[config.mk]
export PLATFORM = sky130hd
export DESIGN_NAME = serial_parity_rx
export DESIGN_NICKNAME = d
export VERILOG_FILES = /design/src/rtl/serial_parity_rx.sv
export SDC_FILE = /design/constraint.sdc
export NUM_CORES = 1
export LEC_CHECK = 0
export BUFFER_PORTS_ARGS = -buffer_cell sky130_fd_sc_hd__buf_2
export CORE_MARGIN = 3
export CORE_UTILIZATION = 54
export CTS_CLUSTER_DIAMETER = 100
export DETAILED_ROUTE_END_ITERATION = 10
export PLACE_DENSITY = 0.75
export SYNTH_ARGS = -nofsm -noshare
export SYNTH_HDL_FRONTEND = slang
export SYNTH_SLANG_ARGS = --single-unit
[constraint.sdc]
create_clock -name clk -period 2.4 [get_ports clk]
set_clock_uncertainty 0.2 [all_clocks]
set_input_delay 0.48 -clock clk [delete_from_list [all_inputs] [get_ports clk]]
set_output_delay 0.48 -clock clk [all_outputs]
set_load 0.02 [all_outputs]
[src/rtl/serial_parity_rx.sv]
// serial_parity_rx: bit-serial frame receiver, one bit per clock.
// Frame = start(0), DATA_WIDTH data bits LSB-first, parity bit, stop(1).
// The completed word is presented with parity and framing status; a line
// held low after a bad stop is parked in BREAK so it cannot decode as
// repeated all-zero frames.
module serial_parity_rx #(
    parameter int DATA_WIDTH = 8,
    parameter bit ODD_PARITY = 1'b0
) (
    input  logic                  clk,
    input  logic                  rst,
    input  logic                  inSerial,
    output logic [DATA_WIDTH-1:0] outData,
    output logic                  outValid,
    output logic                  outParityErr,
    output logic                  outFrameErr,
    output logic                  outBusy
);

    localparam int CW = (DATA_WIDTH > 1) ? $clog2(DATA_WIDTH) : 1;
    localparam logic [CW-1:0] LAST_BIT = CW'(DATA_WIDTH - 1);

    typedef enum logic [2:0] {
        ST_IDLE   = 3'd0,
        ST_DATA   = 3'd1,
        ST_PARITY = 3'd2,
        ST_STOP   = 3'd3,
        ST_BREAK  = 3'd4
    } state_t;

    state_t                state_r;
    logic [CW-1:0]         count_r;
    logic [DATA_WIDTH-1:0] shift_r;
    logic                  run_par_r;
    logic                  par_bit_r;

    logic [DATA_WIDTH:0]   shift_ext_s;
    logic [DATA_WIDTH-1:0] shift_next_s;

    // Parity error: data parity XOR received parity bit XOR the mode bit.
    function automatic logic parity_err(input logic data_par, input logic rx_par);
        return data_par ^ rx_par ^ ODD_PARITY;
    endfunction

    // Shift the incoming bit in at the top so the first data bit ends at bit 0.
    always_comb begin
        shift_ext_s  = {inSerial, shift_r};
        shift_next_s = shift_ext_s[DATA_WIDTH:1];
    end

    // Frame sequencer with registered data and status outputs.
    always_ff @(posedge clk) begin
        if (rst) begin
            state_r      <= ST_IDLE;
            count_r      <= '0;
            shift_r      <= '0;
            run_par_r    <= 1'b0;
            par_bit_r    <= 1'b0;
            outData      <= '0;
            outValid     <= 1'b0;
            outParityErr <= 1'b0;
            outFrameErr  <= 1'b0;
            outBusy      <= 1'b0;
        end else begin
            outValid <= 1'b0;
            case (state_r)
                ST_IDLE: begin
                    if (inSerial == 1'b0) begin
                        state_r   <= ST_DATA;
                        count_r   <= '0;
                        run_par_r <= 1'b0;
                        outBusy   <= 1'b1;
                    end else begin
                        outBusy <= 1'b0;
                    end
                end
                ST_DATA: begin
                    shift_r   <= shift_next_s;
                    run_par_r <= run_par_r ^ inSerial;
                    if (count_r == LAST_BIT) begin
                        state_r <= ST_PARITY;
                    end else begin
                        count_r <= count_r + CW'(1);
                    end
                end
                ST_PARITY: begin
                    par_bit_r <= inSerial;
                    state_r   <= ST_STOP;
                end
                ST_STOP: begin
                    outData      <= shift_r;
                    outValid     <= 1'b1;
                    outParityErr <= parity_err(run_par_r, par_bit_r);
                    outFrameErr  <= ~inSerial;
                    if (inSerial == 1'b1) begin
                        state_r <= ST_IDLE;
                        outBusy <= 1'b0;
                    end else begin
                        state_r <= ST_BREAK;
                    end
                end
                ST_BREAK: begin
                    // The high sample that ends BREAK is never a start bit.
                    if (inSerial == 1'b1) begin
                        state_r <= ST_IDLE;
                        outBusy <= 1'b0;
                    end else begin
                        state_r <= ST_BREAK;
                    end
                end
                default: begin
                    state_r <= ST_IDLE;
                    outBusy <= 1'b0;
                end
            endcase
        end
    end

endmodule

==> results of run 1 <==
cell families (layout without fill, tap and decap cells):
family / after synthesis / in the layout / synth area share
AND/OR/NAND/NOR: 56 / 56 / 0.246
AO/OA/AOI/OAI: 34 / 34 / 0.170
flip-flops: 28 / 28 / 0.495
buffers and inverters: 11 / 22 / 0.0387
adder cells (fa/ha/maj): 2 / 2 / 0.0221
multiplexers: 2 / 2 / 0.0199
XOR/XNOR: 1 / 1 / 0.00774
power groups by stage:
stage          clock [mW]  sequential [mW]  combinational (mW)
2_1_floorplan           0            0.489              0.0388
3_3_place_gp            0            0.491              0.0457
3_5_place_dp            0            0.491              0.0469
4_1_cts             0.231            0.481              0.0472
5_1_grt             0.247            0.483              0.0537
6_report            0.222            0.481              0.0470
per-layer routing:
| layer | wire, um | share of wire |
|---|---|---|
| met1 | 1050 | 0.51 |
| met2 | 881 | 0.43 |
| met3 | 78 | 0.038 |
| met4 | 32 | 0.016 |
| met5 | 0 | 0 |
cells in the final DEF, fill, tap and decap left out, types with 2 or more instances in the layout:
cell type	n
clkbuf_4	3
o21ai_0	3
nor2b_1	2
ha_1	2
nor2_1	5
a211oi_1	2
a21oi_1	22
nand2b_1	3
o31ai_1	3
buf_4	2
buf_2	14
nand3b_1	3
inv_1	2
mux2_2	2
nand4b_1	2
nand2_1	34
dfxtp_1	28
cell type report:
class | count | share of cell area
inverter | 2 | 0.00601
sequential | 28 | 0.449
tap | 25 | 0.0251
timing repair buffer | 16 | 0.0681
multi-input combinational | 95 | 0.423
clock buffer | 4 | 0.0291
registers in the layout, summed over array words and instances (netlist names), 3 cells and up:
name     flops
count_r      3
outData      8
shift_r      8
state_r      3
stage by stage:
stage	cells	power, mW	hold slack, ns
floorplan	134	0.527	0.232
global placement	166	0.536	0.240
detailed placement	166	0.538	0.243
CTS	170	0.759	0.228
global route	170	0.783	0.244
finish	170	0.750	0.234
critical path: stages (launching register included):
cell	delay, ns
dfxtp_1	0.36
ha_1	0.20
ha_1	0.22
mux2_2	0.31
or4b_1	0.50
a21oi_1	0.16
worst max path at each step:
stage / cells after the start / slack, ns / end / start
detailed placement: 3 / 0.40 / count_r[0] / state_r[0]
finish: 5 / 0.38 / count_r[0] / count_r[0]
floorplan: 5 / 0.55 / count_r[0] / count_r[0]
global route: 3 / 0.24 / count_r[0] / state_r[0]
global placement: 3 / 0.48 / count_r[0] / state_r[0]
CTS: 3 / 0.37 / count_r[0] / state_r[0]
==> impl_metrics.csv, run 1 <==
group,metric,value,unit
clocking,path_clk_slew,0.14,ns
place,io_buffers,14,
setup_path,reg2reg_slack,0.38,ns
clocking,cts_setup_buffers,0,
global_routing,globalRouteMet1Util,0.250,
timing,min_period,2.02,ns
timing,drv_slew,0,
synth,synth_area_per_cell,8.45,um^2
synth,synth_fp_nets,139,
floorplanning,pin_count,15,
finish,design_area,1250,um^2
synth,synth_seq_cells,28,
min_path,min_path_type,"in -> reg",
clocking,cts.htree.levels,1,
timing,finalCritPeriodShare,0.841,
global_routing,first_global_vias,811,
floorplanning,start_util,0.609,
timing,clock.fmax,496,MHz
floorplanning,die_h,51.8,um
pwr,p_leak,0.477,nW
pwr,switching_share,0.221,
global_routing,grt_pass1_wl,3.62,mm
place,place_ws,0.404,ns
setup_path,rr_startpoint,"count_r[0]",
route,routed_via_density,5.41,
finish,seq_area,561,um^2
pwr,power.clock.fraction,0.296,
synth,synthTopCellsByArea,"dfxtp_1 (50%), nand2_1 (11%), a21oi_1 (9.7%), ha_1 (2.2%), clkbuf_1 (2.0%)",
global_routing,antenna_found_initial,0,
min_path,holdPathEnd,"state_r[2]",
finish,diodes,0,
pwr,seq_power_share,0.642,
synth,ys_top_cells_by_count,"nand2_1 (34), dfxtp_1 (28), a21oi_1 (22)",
timing,rsz0062_at_grt,"false",
global_routing,grt_usage,0.183,
synth,syn_area,1130,um^2
clocking,ctsHoldBuffers,0,
timing,slew_headroom,0.702,
setup_path,rr_endpoint,"count_r[0]",
finish,nFillCells,159,
pwr,power_density,600,nW/um^2
route,wire_per_inst,12.0,um
finish,multi_input_comb_area,528,um^2
clocking,cts_buffer_depth,2,
global_routing,grt_max_degree,16,
floorplanning,core_area,1860,um^2
synth,async_flop_share,0,
pwr,p_comb_frac,0.063,
timing,setup_viol,0,
floorplanning,row_count,15,
timing,finalHoldViolCount,0,
global_routing,met2_usage,0.273,
clocking,cts_sinks,28,
route,vias,919,
place,globalplace.congestion,0.813,
setup_path,r2r_cells,5,
synth,ys.flop_type,"dfxtp_1",
place,dpl_cell_area,1210,um^2
setup_path,crit_type,"reg -> reg",
clocking,clock_latency,0.32,ns
clocking,post_cts_resized,0,
min_path,holdPathStages,2,
finish,drive_gt1_frac,0.166,
finish,fin_nets,151,
timing,timing.final.ws_setup,0.383,ns
route,drt_wl_total,2.04,mm
setup_path,start_kind,"register",
global_routing,gr-max-usage-layer,"met2",
floorplanning,die_w,51.8,um
setup_path,required,2.46,ns
flow_run,drv_cap,0,
setup_path,critPathCaptureType,"register",
timing,setup_tns,0,ns
finish,post-route-util,0.672,
outcome,status,"finished clean",
synth,synth_enable_flop_cells,0,
synth,yosys_warnings,0,
clocking,numCtsBuffers,3,
floorplanning,die_area,2680,um^2
setup_path,crit_path_max_fanout,5,
finish,syn_to_final_growth,10.3,%
route,dr.pass1.iters,4,
clocking,root_buffer,"clkbuf_4",
synth,yosysSeqAreaShare,0.495,
synth,syn_inst,134,
global_routing,use_met3,0.0344,
route,drc_errors,0,
place,hpwl,1.45,mm
route,antenna_left,0,
synth,synth_top_cell_area_share,0.495,
setup_path,worstPathArrival,2.08,ns
route,drtIter0Drc,16,
synth,synth_top_area_cell,"dfxtp_1",
pwr,ir_drop,335,uV
synth,yosysMostFrequentCell,"nand2_1",
timing,worstMarginPinSlew,0.445,ns
clocking,cts_tree,"done",
min_path,min_from,"inSerial",
pwr,power_switching,0.166,mW
global_routing,overflow,0,
pwr,p_int,0.584,mW
synth,synth.distinct_cells,29,
No activity file was read; power rests on OpenSTA's default activity.
==> run 2, diff against run 1 <==
--- a/config.mk
+++ b/config.mk
@@ -7,10 +7,10 @@
 export LEC_CHECK = 0
 export BUFFER_PORTS_ARGS = -buffer_cell sky130_fd_sc_hd__buf_2
 export CORE_MARGIN = 3
-export CORE_UTILIZATION = 54
+export CORE_UTILIZATION = 49
 export CTS_CLUSTER_DIAMETER = 100
 export DETAILED_ROUTE_END_ITERATION = 10
-export PLACE_DENSITY = 0.75
+export PLACE_DENSITY = 0.72
 export SYNTH_ARGS = -nofsm -noshare
 export SYNTH_HDL_FRONTEND = slang
 export SYNTH_SLANG_ARGS = --single-unit
==> constraint.sdc (replaced) <==
create_clock -name clk -period 1.8 [get_ports clk]
set_clock_uncertainty 0.2 [all_clocks]
set_input_delay 0.36 -clock clk [delete_from_list [all_inputs] [get_ports clk]]
set_output_delay 0.36 -clock clk [all_outputs]
set_load 0.02 [all_outputs]
==> impl_metrics.csv, run 2 (synthesis results as in run 1) <==
group,metric,value,unit
outcome,status,"finished with violations",
outcome,failed_checks,"negative setup slack",
finish,syn_to_final_growth,21.0,%
timing,clock.fmax,552,MHz
timing,min_period,1.81,ns
clocking,ctsHoldBuffers,0,
setup_path,crit_top_cell,"ha_4",
finish,drive_gt1_frac,0.255,
floorplanning,die_w,54.1,um
route,dr.pass1.iters,4,
pwr,ir_drop,597,uV
finish,layout_commonest_cell,"nand2_1",
setup_path,cp_top_family,"simple AND/OR/NAND/NOR gates",
clocking,clock_latency,0.31,ns
timing,finalHoldViolCount,0,
floorplanning,core_area,2080,um^2
route,vias,976,
clocking,cts_tree,"done",
clocking,path_clk_slew,0.14,ns
route,antenna_left,0,
setup_path,start_kind,"register",
timing,slew_headroom,0.662,
clocking,root_buffer,"clkbuf_4",
global_routing,first_global_vias,875,
place,globalplace.congestion,0.810,
route,drt_wl_total,2.28,mm
clocking,cts.htree.levels,1,
finish,layout_common_cells,"nand2_1 (34), dfxtp_1 (25), a21oi_1 (21), buf_2 (14), buf_4 (10)",
timing,drv_slew,0,
pwr,p_leak,0.526,nW
route,drc_errors,0,
global_routing,met2_usage,0.292,
global_routing,gr-max-usage-layer,"met2",
finish,top_regs,"outData x8, shift_r x8",
setup_path,critPathCaptureType,"register",
floorplanning,pin_count,15,
setup_path,reg2reg_slack,-0.01,ns
finish,nFillCells,189,
finish,fin_nets,159,
flow_run,drv_cap,0,
pwr,power_density,820,nW/um^2
floorplanning,die_area,2920,um^2
finish,diodes,0,
min_path,min_path_type,"in -> reg",
setup_path,slowest_stage,"or4b_4",
floorplanning,start_util,0.544,
clocking,cts_sinks,28,
timing,setup_viol,1,
timing,rsz0062_at_grt,"true",
global_routing,grt_usage,0.179,
setup_path,crit_path_max_incr_delay,0.51,ns
timing,setup_tns,-0.0107,ns
route,routed_via_density,5.42,
timing,worstMarginPinSlew,0.505,ns
global_routing,use_met3,0.0249,
timing,finalCritPeriodShare,1.01,
route,wire_per_inst,12.7,um
timing,timing.final.ws_setup,-0.0107,ns
floorplanning,row_count,16,
setup_path,crit_buf_inv,0,
finish,post-route-util,0.658,
setup_path,crit_path_cell_trace,"ha_4 > ha_4 > mux2_4 > or4b_4 > a21oi_2",
global_routing,overflow,0,
global_routing,grt_pass1_wl,3.80,mm
setup_path,worstPathArrival,1.87,ns
clocking,numCtsBuffers,3,
global_routing,antenna_found_initial,0,
clocking,cts_buffer_depth,2,
setup_path,crit_type,"reg -> reg",
place,io_buffers,14,
setup_path,crit_path_max_fanout,2,
floorplanning,die_h,54.1,um
global_routing,grt_max_degree,18,
route,drtIter0Drc,17,
setup_path,required,1.86,ns
global_routing,globalRouteMet1Util,0.234,
place,hpwl,1.64,mm
[run 2: cell count changes in the layout (fill, tap and decap cells not counted), moves of 2 or more]
cell / delta
dfxtp_1: -3
ha_4: +2
ha_1: -2
buf_4: +8
dfxtp_2: +2
[run 2: report_power, final]
part	internal (mW)	leakage, nW	switching (mW)
clock	0.225	0.0279	0.174
sequential	0.630	0.228	0.0111
combinational	0.0388	0.270	0.0457
total	0.893	0.526	0.231
[run 2: worst reg2reg max path, cell delays in order (launching register included)]
cell,delay (ns)
dfxtp_2,0.36
ha_4,0.16
ha_4,0.15
mux2_4,0.26
or4b_4,0.51
a21oi_2,0.11
[run 2: repair_timing]
item,CTS,global route
resized for setup,3,4
endpoints found under the setup margin,1,2
pin swaps,1,0
setup buffers,1,0
[run 2: metrics by stage]
step / cell area (um^2) / power (mW) / hold slack (ns) / cells / setup slack, ns
finish: 1370 / 1.12 / 0.134 / 180 / -0.0107
global route: 1370 / 1.17 / 0.144 / 180 / -0.0678
CTS: 1360 / 1.13 / 0.147 / 180 / -0.0285
detailed placement: 1290 / 0.731 / 0.247 / 175 / -0.0498
global placement: 1290 / 0.728 / 0.241 / 175 / 0.00866
floorplan: 1150 / 0.705 / 0.232 / 134 / 0.00327
[run 2: path summary, 6_finish.rpt]
kind                            startpoint         end  depth (start not counted)
worst min register to register  outData[3]  outData[3]                          2
worst max register to register  count_r[0]  count_r[0]                          5
worst min-delay path                   rst  count_r[0]                          2
worst max-delay path            count_r[0]  count_r[0]                          5
[run 2: cell type report]
cell class | instances | area, um^2 | share of cell area
Sequential cell | 28 | 567 | 0.414
Multi-Input combinational cell | 95 | 564 | 0.412
Timing Repair Buffer | 24 | 145 | 0.106
Tap cell | 27 | 33.8 | 0.0247
Clock inverter | 1 | 30.0 | 0.0219
Clock buffer | 3 | 22.5 | 0.0164
Inverter | 2 | 7.51 | 0.00548
[run 2: layer usage]
layer	part of all wire	wire length, um	up-vias
li1	-	-	497
met1	0.47	1070	454
met2	0.49	1110	23
met3	0.039	89	2
met4	0.0057	13	0
met5	0	0	-
